### src/rtl/shift_result_fifo.sv
// Result FIFO behind the sign-magnitude shifter: canonicalises each result, buffers it
// with first-word fall-through, and keeps saturating ERR/ovf counters and a sticky drop flag.
module shift_result_fifo #(
   parameter int N     = 8,
   parameter int DEPTH = 4,
   parameter int CW    = 8
) (
   input  logic                       clk,
   input  logic                       rst_n,
   input  logic                       i_valid,
   output logic                       o_ready,
   input  logic [N-1:0]               i_data,
   input  logic                       i_err,
   input  logic                       i_ovf,
   output logic                       o_valid,
   input  logic                       i_ready,
   output logic [N-1:0]               o_data,
   output logic                       o_err,
   output logic                       o_ovf,
   output logic [$clog2(DEPTH+1)-1:0] o_count,
   output logic                       o_full,
   output logic                       o_empty,
   output logic [CW-1:0]              o_err_cnt,
   output logic [CW-1:0]              o_ovf_cnt,
   output logic                       o_drop,
   input  logic                       i_clr
);
   localparam int AW   = $clog2(DEPTH);
   localparam int CNTW = $clog2(DEPTH+1);
   localparam logic [N-1:0] NEG_ZERO = {1'b1, {(N-1){1'b0}}};

   typedef struct packed {
      logic [N-1:0] data;
      logic         err;
      logic         ovf;
   } entry_t;

   entry_t          mem [DEPTH];
   entry_t          wr_entry;
   entry_t          head;
   logic [AW-1:0]   wr_ptr, rd_ptr;
   logic [CNTW-1:0] count;
   logic            push, pop, err_inc, ovf_inc;

   // Status is a pure function of the registered count, so no input reaches an output.
   assign o_count = count;
   assign o_full  = (count == CNTW'(DEPTH));
   assign o_empty = (count == '0);
   assign o_ready = !o_full;
   assign o_valid = !o_empty;

   assign push    = i_valid && !o_full;
   assign pop     = o_valid && i_ready;
   assign err_inc = push && i_err;
   assign ovf_inc = push && !i_err && i_ovf;

   always_comb begin
      wr_entry      = '0;
      wr_entry.err  = i_err;
      if (!i_err) begin
         wr_entry.ovf  = i_ovf;
         wr_entry.data = (i_data == NEG_ZERO) ? '0 : i_data;
      end
   end

   // Storage is deliberately left unreset; head outputs are masked while empty.
   always_ff @(posedge clk) begin
      if (push) mem[wr_ptr] <= wr_entry;
   end

   assign head    = mem[rd_ptr];
   assign o_data  = o_empty ? '0 : head.data;
   assign o_err   = o_empty ? 1'b0 : head.err;
   assign o_ovf   = o_empty ? 1'b0 : head.ovf;

   always_ff @(posedge clk or negedge rst_n) begin
      if (!rst_n) begin
         wr_ptr <= '0;
         rd_ptr <= '0;
         count  <= '0;
      end else begin
         if (push) wr_ptr <= wr_ptr + AW'(1);
         if (pop)  rd_ptr <= rd_ptr + AW'(1);
         case ({push, pop})
            2'b10:   count <= count + CNTW'(1);
            2'b01:   count <= count - CNTW'(1);
            default: count <= count;
         endcase
      end
   end

   // i_clr takes priority over any same-cycle increment or drop.
   always_ff @(posedge clk or negedge rst_n) begin
      if (!rst_n) begin
         o_err_cnt <= '0;
         o_ovf_cnt <= '0;
         o_drop    <= 1'b0;
      end else if (i_clr) begin
         o_err_cnt <= '0;
         o_ovf_cnt <= '0;
         o_drop    <= 1'b0;
      end else begin
         if (err_inc && (o_err_cnt != '1)) o_err_cnt <= o_err_cnt + CW'(1);
         if (ovf_inc && (o_ovf_cnt != '1)) o_ovf_cnt <= o_ovf_cnt + CW'(1);
         if (i_valid && o_full)            o_drop    <= 1'b1;
      end
   end
endmodule

### config.mk
export PLATFORM = sky130hd
export DESIGN_NAME = shift_result_fifo
export DESIGN_NICKNAME = d
export VERILOG_FILES = /design/src/rtl/shift_result_fifo.sv
export SDC_FILE = /design/constraint.sdc
export NUM_CORES = 1
export LEC_CHECK = 0
export CAP_MARGIN = 30
export CORE_ASPECT_RATIO = 0.5
export CORE_MARGIN = 2
export CORE_UTILIZATION = 45
export DETAILED_ROUTE_END_ITERATION = 10
export MAX_ROUTING_LAYER = met4
export PLACE_DENSITY = 0.8
export SYNTH_ARGS = -nofsm -noshare
export SYNTH_HDL_FRONTEND = slang
export SYNTH_SLANG_ARGS = --single-unit
### constraint.sdc
create_clock -name clk -period 4.1 [get_ports clk]
set_clock_uncertainty 0.05 [all_clocks]
set_input_delay 1.23 -clock clk [delete_from_list [all_inputs] [get_ports clk]]
set_output_delay 1.23 -clock clk [all_outputs]
set_load 0.01 [all_outputs]
### Word-level counts from Yosys, hierarchy flattened

Memory sizes are Yosys's and may differ from the RTL's.
Cells that the tools add are included.

| word-level totals | value |
|---|---|
| register bits | 24 |
| RAM bits | 40 |
| input port bits | 15 |
| output and inout bits | 34 |
| word-level logic and storage cells | 50 |
| memories | 1 |

Memories:

| name | words | width | read ports | clocked after Yosys merged registers in | wr ports | line | RTL |
|---|---|---|---|---|---|---|---|
| mem | 4 | 10 | 1 | 0 | 1 | 38 | `entry_t mem [DEPTH];` |

| cells by class | value |
|---|---|
| $add $sub $neg | 6 |
| eq/ne operators | 6 |
| mux-type cells | 15 |
| reduce and logical (&&, ||, !) cells | 16 |

Operators with widths:

| kind | number |
|---|---|
| 2-to-1 mux 8 bit | 7 |
| adder 8 x 1 -> 8 bit, second input constant | 2 |
| inequality test 8 bit, second input constant | 2 |
| == test 8 bit, second input constant | 1 |
| logical AND 1 bit | 8 |
| nonzero test 2 bit | 4 |
| 2-to-1 mux 1 bit | 7 |
| one-hot mux 3 bit (2 select lines) | 1 |
| adder 2 x 1 -> 2 bit, second input constant | 2 |
| adder 3 x 1 -> 3 bit, second input constant | 1 |
| == test 3 bit, second input constant | 1 |
| logical NOT 1 bit | 3 |
| logical NOT 3 bit | 1 |
| subtractor 3 x 1 -> 3 bit, second input constant | 1 |
| == test 2 x 1 -> 1 bit, second input constant | 1 |
| == test 2 bit, second input constant | 1 |

### Longest topological paths before layout

| depth | value |
|---|---|
| depth after elaboration | 8 |
| mapped depth | 9 |
| gate-level depth less buffers | 8 |

### Worst setup path after synthesis

Ideal clock, no wire load.

| timing | value |
|---|---|
| path type | reg-to-output |
| start | register rd_ptr[0] |
| end | output o_data[0] |
| data arrival time | 1.373 ns |
| data required time | 2.820 ns |
| setup slack | 1.447 ns |
| stages on the path, launching flop included | 4 |
| path buffers | 1 |
| cells stage by stage | dfrtp_1 buf_2 mux4_2 and2_1 |

| on the way | value |
|---|---|
| longest elaborated chain between the ends | 2 |

Ends and longest elaborated chain:

| item | line | RTL |
|---|---|---|
| start: declaration | 41 | `logic [AW-1:0] wr_ptr, rd_ptr;` |
| start signal: assignment | 83 | `if (pop) rd_ptr <= rd_ptr + AW'(1);` |
| memory (4 x 10 bit) | -- |  |
| 2-to-1 mux 8 bit | 72 | `assign o_data = o_empty ? '0 : head.data;` |
| end: declaration | 17 | `output logic [N-1:0] o_data,` |

No other way between the ends.

### Worst setup path in the final report

| timing | value |
|---|---|
| start | register rd_ptr[0] |
| end | output o_data[6] |

Same word-level chain as after synthesis.

==> impl_metrics.csv <==
group,metric,value,unit
run_status,run_status,"finished clean",
global_route,grt_max_degree,25,
floorplan,boundaryPins,49,
floorplan,die_area,7190,um2
global_route,grt.overflow.total,0,
cells_and_area,n_antenna_cell,0,
global_route,grt_use_met1,21.4,%
min_path,min-delay-start,"o_count[2]",
global_route,grt_pass1_vias,1903,
setup_path,required,2.82,ns
clock_network,path_clk_slew,0.05,ns
routing,routed_wl,5710,um
floorplan,coreArea,6180,um2
setup_path,reg2reg_from,"o_count[0]",
routing,antenna_left,0,
routing,wl_per_cell,16.5,um
timing,tightestPinTransition,0.711,ns
clock_network,cts_resized,0,
routing,avgViaCountPerCell,5.39,
synth,synth_area_per_cell,14.3,um2
setup_path,end_kind,"primary output",
floorplan,die_height,61.0,um
setup_path,r2r_slack,1.66,ns
synth,ys_warn_count,0,
floorplan,rows,20,
clock_network,cts_sinks,64,
timing,fin_ws,0.459,ns
synth,synth.area.top_cells,"edfxtp_1, dfrtp_1, mux4_2, ha_1, and2_1",
routing,dr_total_vias,1872,
placement,placedCellCount,332,
cells_and_area,layout_common_cells,"clkdlybuf4s50_1, edfxtp_1, dfrtp_1",
clock_network,cts_hold_buffers,0,
setup_path,cp-start-kind,"flop",
cells_and_area,area_growth,27.5,%
placement,io_buffers,48,
global_route,grt_pass1_wl,9470,um
clock_network,cts_buffers,9,
global_route,grt_usage,18.5,%
cells_and_area,multi_input_area,1030,um2
timing,setup_viol,0,
pwr,ir_worst_vdd,0.277,mV
flow_run,max_cap_viol_count,0,
placement,gp_congestion,0.818,
routing,drc,0,
setup_path,timing.rr.end,"o_count[2]",
clock_network,clockBufferDepth,2,
min_path,min_path_type,"reg2reg",
setup_path,worstPathMaxFanout,12,
setup_path,rr_worst_depth,8,
global_route,grt_most_used_layer,"met2",
synth,ys_ff_latch,64,
cells_and_area,nNetsFinal,278,
timing,post-route-min-period,3.64,ns
pwr,power_leakage,1.42,nW
global_route,met2_usage,31.8,%
routing,drt_pre_antenna_iters,4,
cells_and_area,fin_cells,347,
setup_path,path_class,"reg2out",
synth,ys_seq_area_share,61.6,%
synth,ys_types,34,
routing,drt_iter0_drc,88,
global_route,antenna_found_initial,0,
synth,async_flop_share,37.5,%
synth,synth_top_area_share,41.1,%
synth,synth_flop_cell,"edfxtp_1",
timing,tns,0,ns
clock_network,clock_latency,0.32,ns
clock_network,postCtsSetupBuffers,0,
cells_and_area,fill_cells,486,
timing,relSlewSlack,52.6,%
min_path,hold_end,"o_count[2]",
synth,synth_nets,227,
placement,hpwl,3850,um
synth,mappedNetlistArea,2920,um2
clock_network,htree_levels,3,
placement,dp_slack,0.745,ns
pwr,finalPower,2.31,mW
min_path,holdPathStages,1,
cells_and_area,seq_area,1800,um2
timing,finalCritPeriodShare,88.8,%
timing,maxSlewViolCount,0,
setup_path,crit_arrival,2.36,ns
pwr,power_density,621,nW/um2
timing,max_freq,275,MHz
clock_network,cts_tree,"done",
timing,final-hold-violation-count,0,
clock_network,root_buffer,"clkbuf_16",
floorplan,die_x,118,um
synth,yosys.area.top_type,"edfxtp_1",
floorplan,start_util,47.3,%
global_route,grt_use_met3,5.17,%
timing,rsz0062_at_grt,"no",
synth,synth-edff-count,40,
cells_and_area,drive_above_1_share,13.9,%
cells_and_area,final_common_cell,"clkdlybuf4s50_1",
synth,netlist_instances,204,
## worst max-delay path by stage
stage,start,endpoint,slack (ns)
after floorplan,rd_ptr[0],o_data[0],1.45
after global placement,rd_ptr[0],o_err,0.78
after detailed placement,rd_ptr[0],o_data[5],0.75
after CTS,rd_ptr[0],o_data[6],0.39
after global routing,rd_ptr[0],o_data[4],0.31
final,rd_ptr[0],o_data[6],0.46
## per-stage QoR
stage / instance area, um2 / util (%) / hold WS, ns
after floorplan: 2920 / - / 0.448
after global placement: 3460 / 56.0 / 0.426
after detailed placement: 3460 / 56.0 / 0.454
after CTS: 3730 / 60.3 / 0.464
after global routing: 3730 / 60.3 / 0.501
final: 3730 / 60.3 / 0.467
## kinds of logic after synthesis
logic type      count (synthesis)  synth area share, %
fa+ha+maj                       8                 3.68
mux                            14                 9.12
simple gates                   65                 13.9
compound gates                 27                 6.16
xor+xnor                        8                 2.40
flops                          64                 61.6
buf+inv                        18                 3.12
## area by class of cell
type	instances	share of cell area [%]
Sequential cell	64	48.4
Clock buffer	9	6.04
Inverter	9	0.907
Multi-Input combinational cell	122	27.6
Timing Repair Buffer	49	13.1
Tap cell	88	2.96
Clock inverter	6	1.01
## flip-flops by register name, summed over array words and instances, names as in the netlist
| register | count |
|---|---|
| o_count | 3 |
| o_drop | 1 |
| mem | 40 |
| o_err_cnt | 8 |
| rd_ptr | 2 |
| wr_ptr | 2 |
| o_ovf_cnt | 8 |
## worst max-delay path, cell delays in order, from the launching register on
cell             delay [ns]
dfrtp_1                0.80
mux4_2                 0.57
and2_1                 0.17
clkdlybuf4s50_1        0.49
## power by group
| part | internal (mW) | leakage (nW) | switching (mW) |
|---|---|---|---|
| Clock | 0.401 | 0.123 | 0.260 |
| Combinational | 0.423 | 0.607 | 0.300 |
| Sequential | 0.821 | 0.691 | 0.108 |
## synth_stat cells (all sizes together) (4+ instances only)
library cell   n
clkbuf         4
inv            9
or4            4
o21ai          9
buf            5
nand3          7
dfrtp         24
and2b          8
xor2           5
and3           4
edfxtp        40
and2          11
a21oi         13
or3           10
nand2          6
ha             7
mux4          10
nor2           6
## routing by layer
layer | share of wire [%] | routed length [um] | vias up
li1 | - | - | 866
met2 | 50 | 2860 | 55
met5 | 0 | 0 | -
met4 | 1.1 | 60 | 0
met3 | 5.4 | 308 | 5
met1 | 43 | 2480 | 946
No activity file was read; power rests on OpenSTA's default activity.
==> RTL edit, RTL diff (config.mk and constraints unchanged) <==
Set the parameter `DEPTH` to 8 (it was 4).
--- a/src/rtl/shift_result_fifo.sv
+++ b/src/rtl/shift_result_fifo.sv
@@ -2,7 +2,7 @@
 // with first-word fall-through, and keeps saturating ERR/ovf counters and a sticky drop flag.
 module shift_result_fifo #(
    parameter int N     = 8,
-   parameter int DEPTH = 4,
+   parameter int DEPTH = 8,
    parameter int CW    = 8
 ) (
    input  logic                       clk,
Ports: changed (resized o_count); port bits go from 49 to 50. No check against the original RTL was run, so the function may have changed too.
==> RTL edit against the unedited design <==
  * Hold slack better by 0.011 ns
  * Routed wire length increased by 69%
  * Count of clock-buffer cells in the layout rose by 3
  * Total power is 53% higher
  * Worst setup slack got worse by 0.033 ns
  * Sequential power up 58%
  * Cell area increased by 54%
  * Via count grew 49%
  * Register-to-register slack worse by 0.29 ns
  * Sequential cell count is 43 higher
  * Final cell count increased by 45%
  * Sequential share of layout area up 5.4 points
  * Critical path type unchanged
  * Largest cell class unchanged
  * Area after synthesis increased by 62%
==> RTL edit: results <==
export IMPL_antenna_cells=0
export IMPL_synth_mux_area_share_pct=13.6
export IMPL_leakage_nw=2.00
export IMPL_cts_setup_buffers=0
export IMPL_synth_area_top_cells="edfxtp_1, dfrtp_1, mux4_2"
export IMPL_antenna_found_initial=0
export IMPL_slowest_delay_ns=0.64
export IMPL_clk_path_buf_depth=2
export IMPL_irDropWorstVdd_v=0.000250
export IMPL_crit_arrival_ns=2.39
export IMPL_clkLatencyLatePin_ns=0.34
export IMPL_syn_num_nets=321
export IMPL_cts_buffers=9
export IMPL_cp_top_family="buffers and inverters"
export IMPL_dp_hpwl_mm=6.25
export IMPL_first_pass_iters=4
export IMPL_final_nets=381
export IMPL_drive_gt1_share_pct=18.7
export IMPL_top_regs="mem x80, o_err_cnt x8, o_ovf_cnt x8"
export IMPL_grt_pass1_vias=2869
export IMPL_grt_max_degree=34
export IMPL_max_slew_margin_pct=46.6
export IMPL_grt_first_pass_wirelength_mm=15.7
export IMPL_synth_compound_area_share_pct=4.28
export IMPL_ys_types=45
export IMPL_grt_use_total_pct=18.9
export IMPL_synthArstFlopShare_pct=25.2
export IMPL_status="complete, no violations"
export IMPL_ys_warn_count=0
export IMPL_fill_cells=784
export IMPL_clockRootBuffer="clkbuf_16"
export IMPL_synth_xor_area_share_pct=1.66
export IMPL_yosys_top_cells_count="edfxtp_1, dfrtp_1, mux4_2"
export IMPL_yosysSeqAreaShare_pct=65.0
export IMPL_yosys_area_top_type="edfxtp_1"
export IMPL_cts_clk_slew_worst_paths_ns=0.06
export IMPL_port_buffers=49
export IMPL_synth_edf_count=80
export IMPL_cpMaxStageDelayCell="clkdlybuf4s50_1"
export IMPL_initialDrtViolationCount=318
export IMPL_synthAdderAreaFrac_pct=1.85
export IMPL_vias=2782
export IMPL_place_congestion=0.814
export IMPL_postCtsHoldBufs=0
export IMPL_wire_per_inst_um=19.1
export IMPL_htreeDepth=3
export IMPL_crit_fanout=11
export IMPL_cts_resized=0
==> RTL edit: changes by cell type in the layout (fill, tap and decap cells not counted), sizes merged, moves of 6 or more <==
cell | before | now
and2 | 11 | 2
edfxtp | 40 | 80
mux2i | 3 | 11
or4 | 4 | 10
buf | 1 | 16
and2b | 8 | 0
nor2b | 0 | 12
mux4 | 10 | 20
or3 | 10 | 2
nor2 | 6 | 19
==> RTL edit: final cells by class <==
type | instances | share of cell area, %
Clock buffer | 12 | 4.31
Clock inverter | 4 | 1.31
Inverter | 5 | 0.459
Multi-Input combinational cell | 171 | 26.5
Sequential cell | 107 | 53.8
Tap cell | 140 | 3.06
Timing Repair Buffer | 65 | 10.6
==> RTL edit: report_power, final <==
part	internal (mW)	switching (mW)	leakage, nW	total, mW
combinational	0.626	0.532	0.759	1.16
sequential	1.35	0.126	1.09	1.47
clock	0.552	0.363	0.149	0.915
total	2.52	1.02	2.00	3.54
==> RTL edit: final timing paths <==
kind                                  from          to  slack (ns)  cells past startpoint
worst max-delay path            o_count[2]     o_empty        0.43                      3
worst min-delay path                o_drop      o_drop        0.48                      2
worst max register to register  o_count[1]  o_count[2]        1.37                     10
worst min register to register      o_drop      o_drop        0.48                      2
max in group asynchronous            rst_n   wr_ptr[0]        2.52                      2
min in group asynchronous            rst_n  o_count[3]        1.22                      2
==> RTL edit: logic make-up (layout without fill, tap and decap cells) <==
family          count (synthesis)  count (layout)
flops                         107             107
simple gates                   86              86
mux                            37              37
compound gates                 32              32
buf+inv                        21              86
xor+xnor                        9               9
fa+ha+maj                       7               7
==> RTL edit: worst reg2reg max path, cell delays in order, from the launching register on <==
cell and delay [ns]:
dfrtp_1 0.46, or4b_4 0.57, and2_4 0.22, inv_8 0.17
ha_1 0.30, xor2_1 0.11, ha_1 0.19, a21oi_1 0.15
xor2_1 0.18, nor2_1 0.07, xor2_1 0.14
==> RTL edit: stage by stage <==
stage / instances / instance area [sq um] / util (%) / hold slack (ns) / setup slack [ns]
floorplan: 299 / 4740 / - / 0.467 / 0.876
global placement: 487 / 5400 / 52.8 / 0.436 / 0.762
detailed placement: 488 / 5400 / 52.9 / 0.479 / 0.665
CTS: 504 / 5720 / 56.0 / 0.491 / 0.375
global route: 504 / 5720 / 56.0 / 0.524 / 0.288
finish: 504 / 5720 / 56.0 / 0.478 / 0.427
==> RTL edit: layer usage <==
layer / track usage, % / wire (um) / vias to the layer above
li1: - / - / 1285
met1: 23.9 / 4000 / 1403
met2: 31.1 / 5010 / 77
met3: 4.85 / 442 / 17
met4: 4.10 / 170 / 0
met5: - / 0 / -
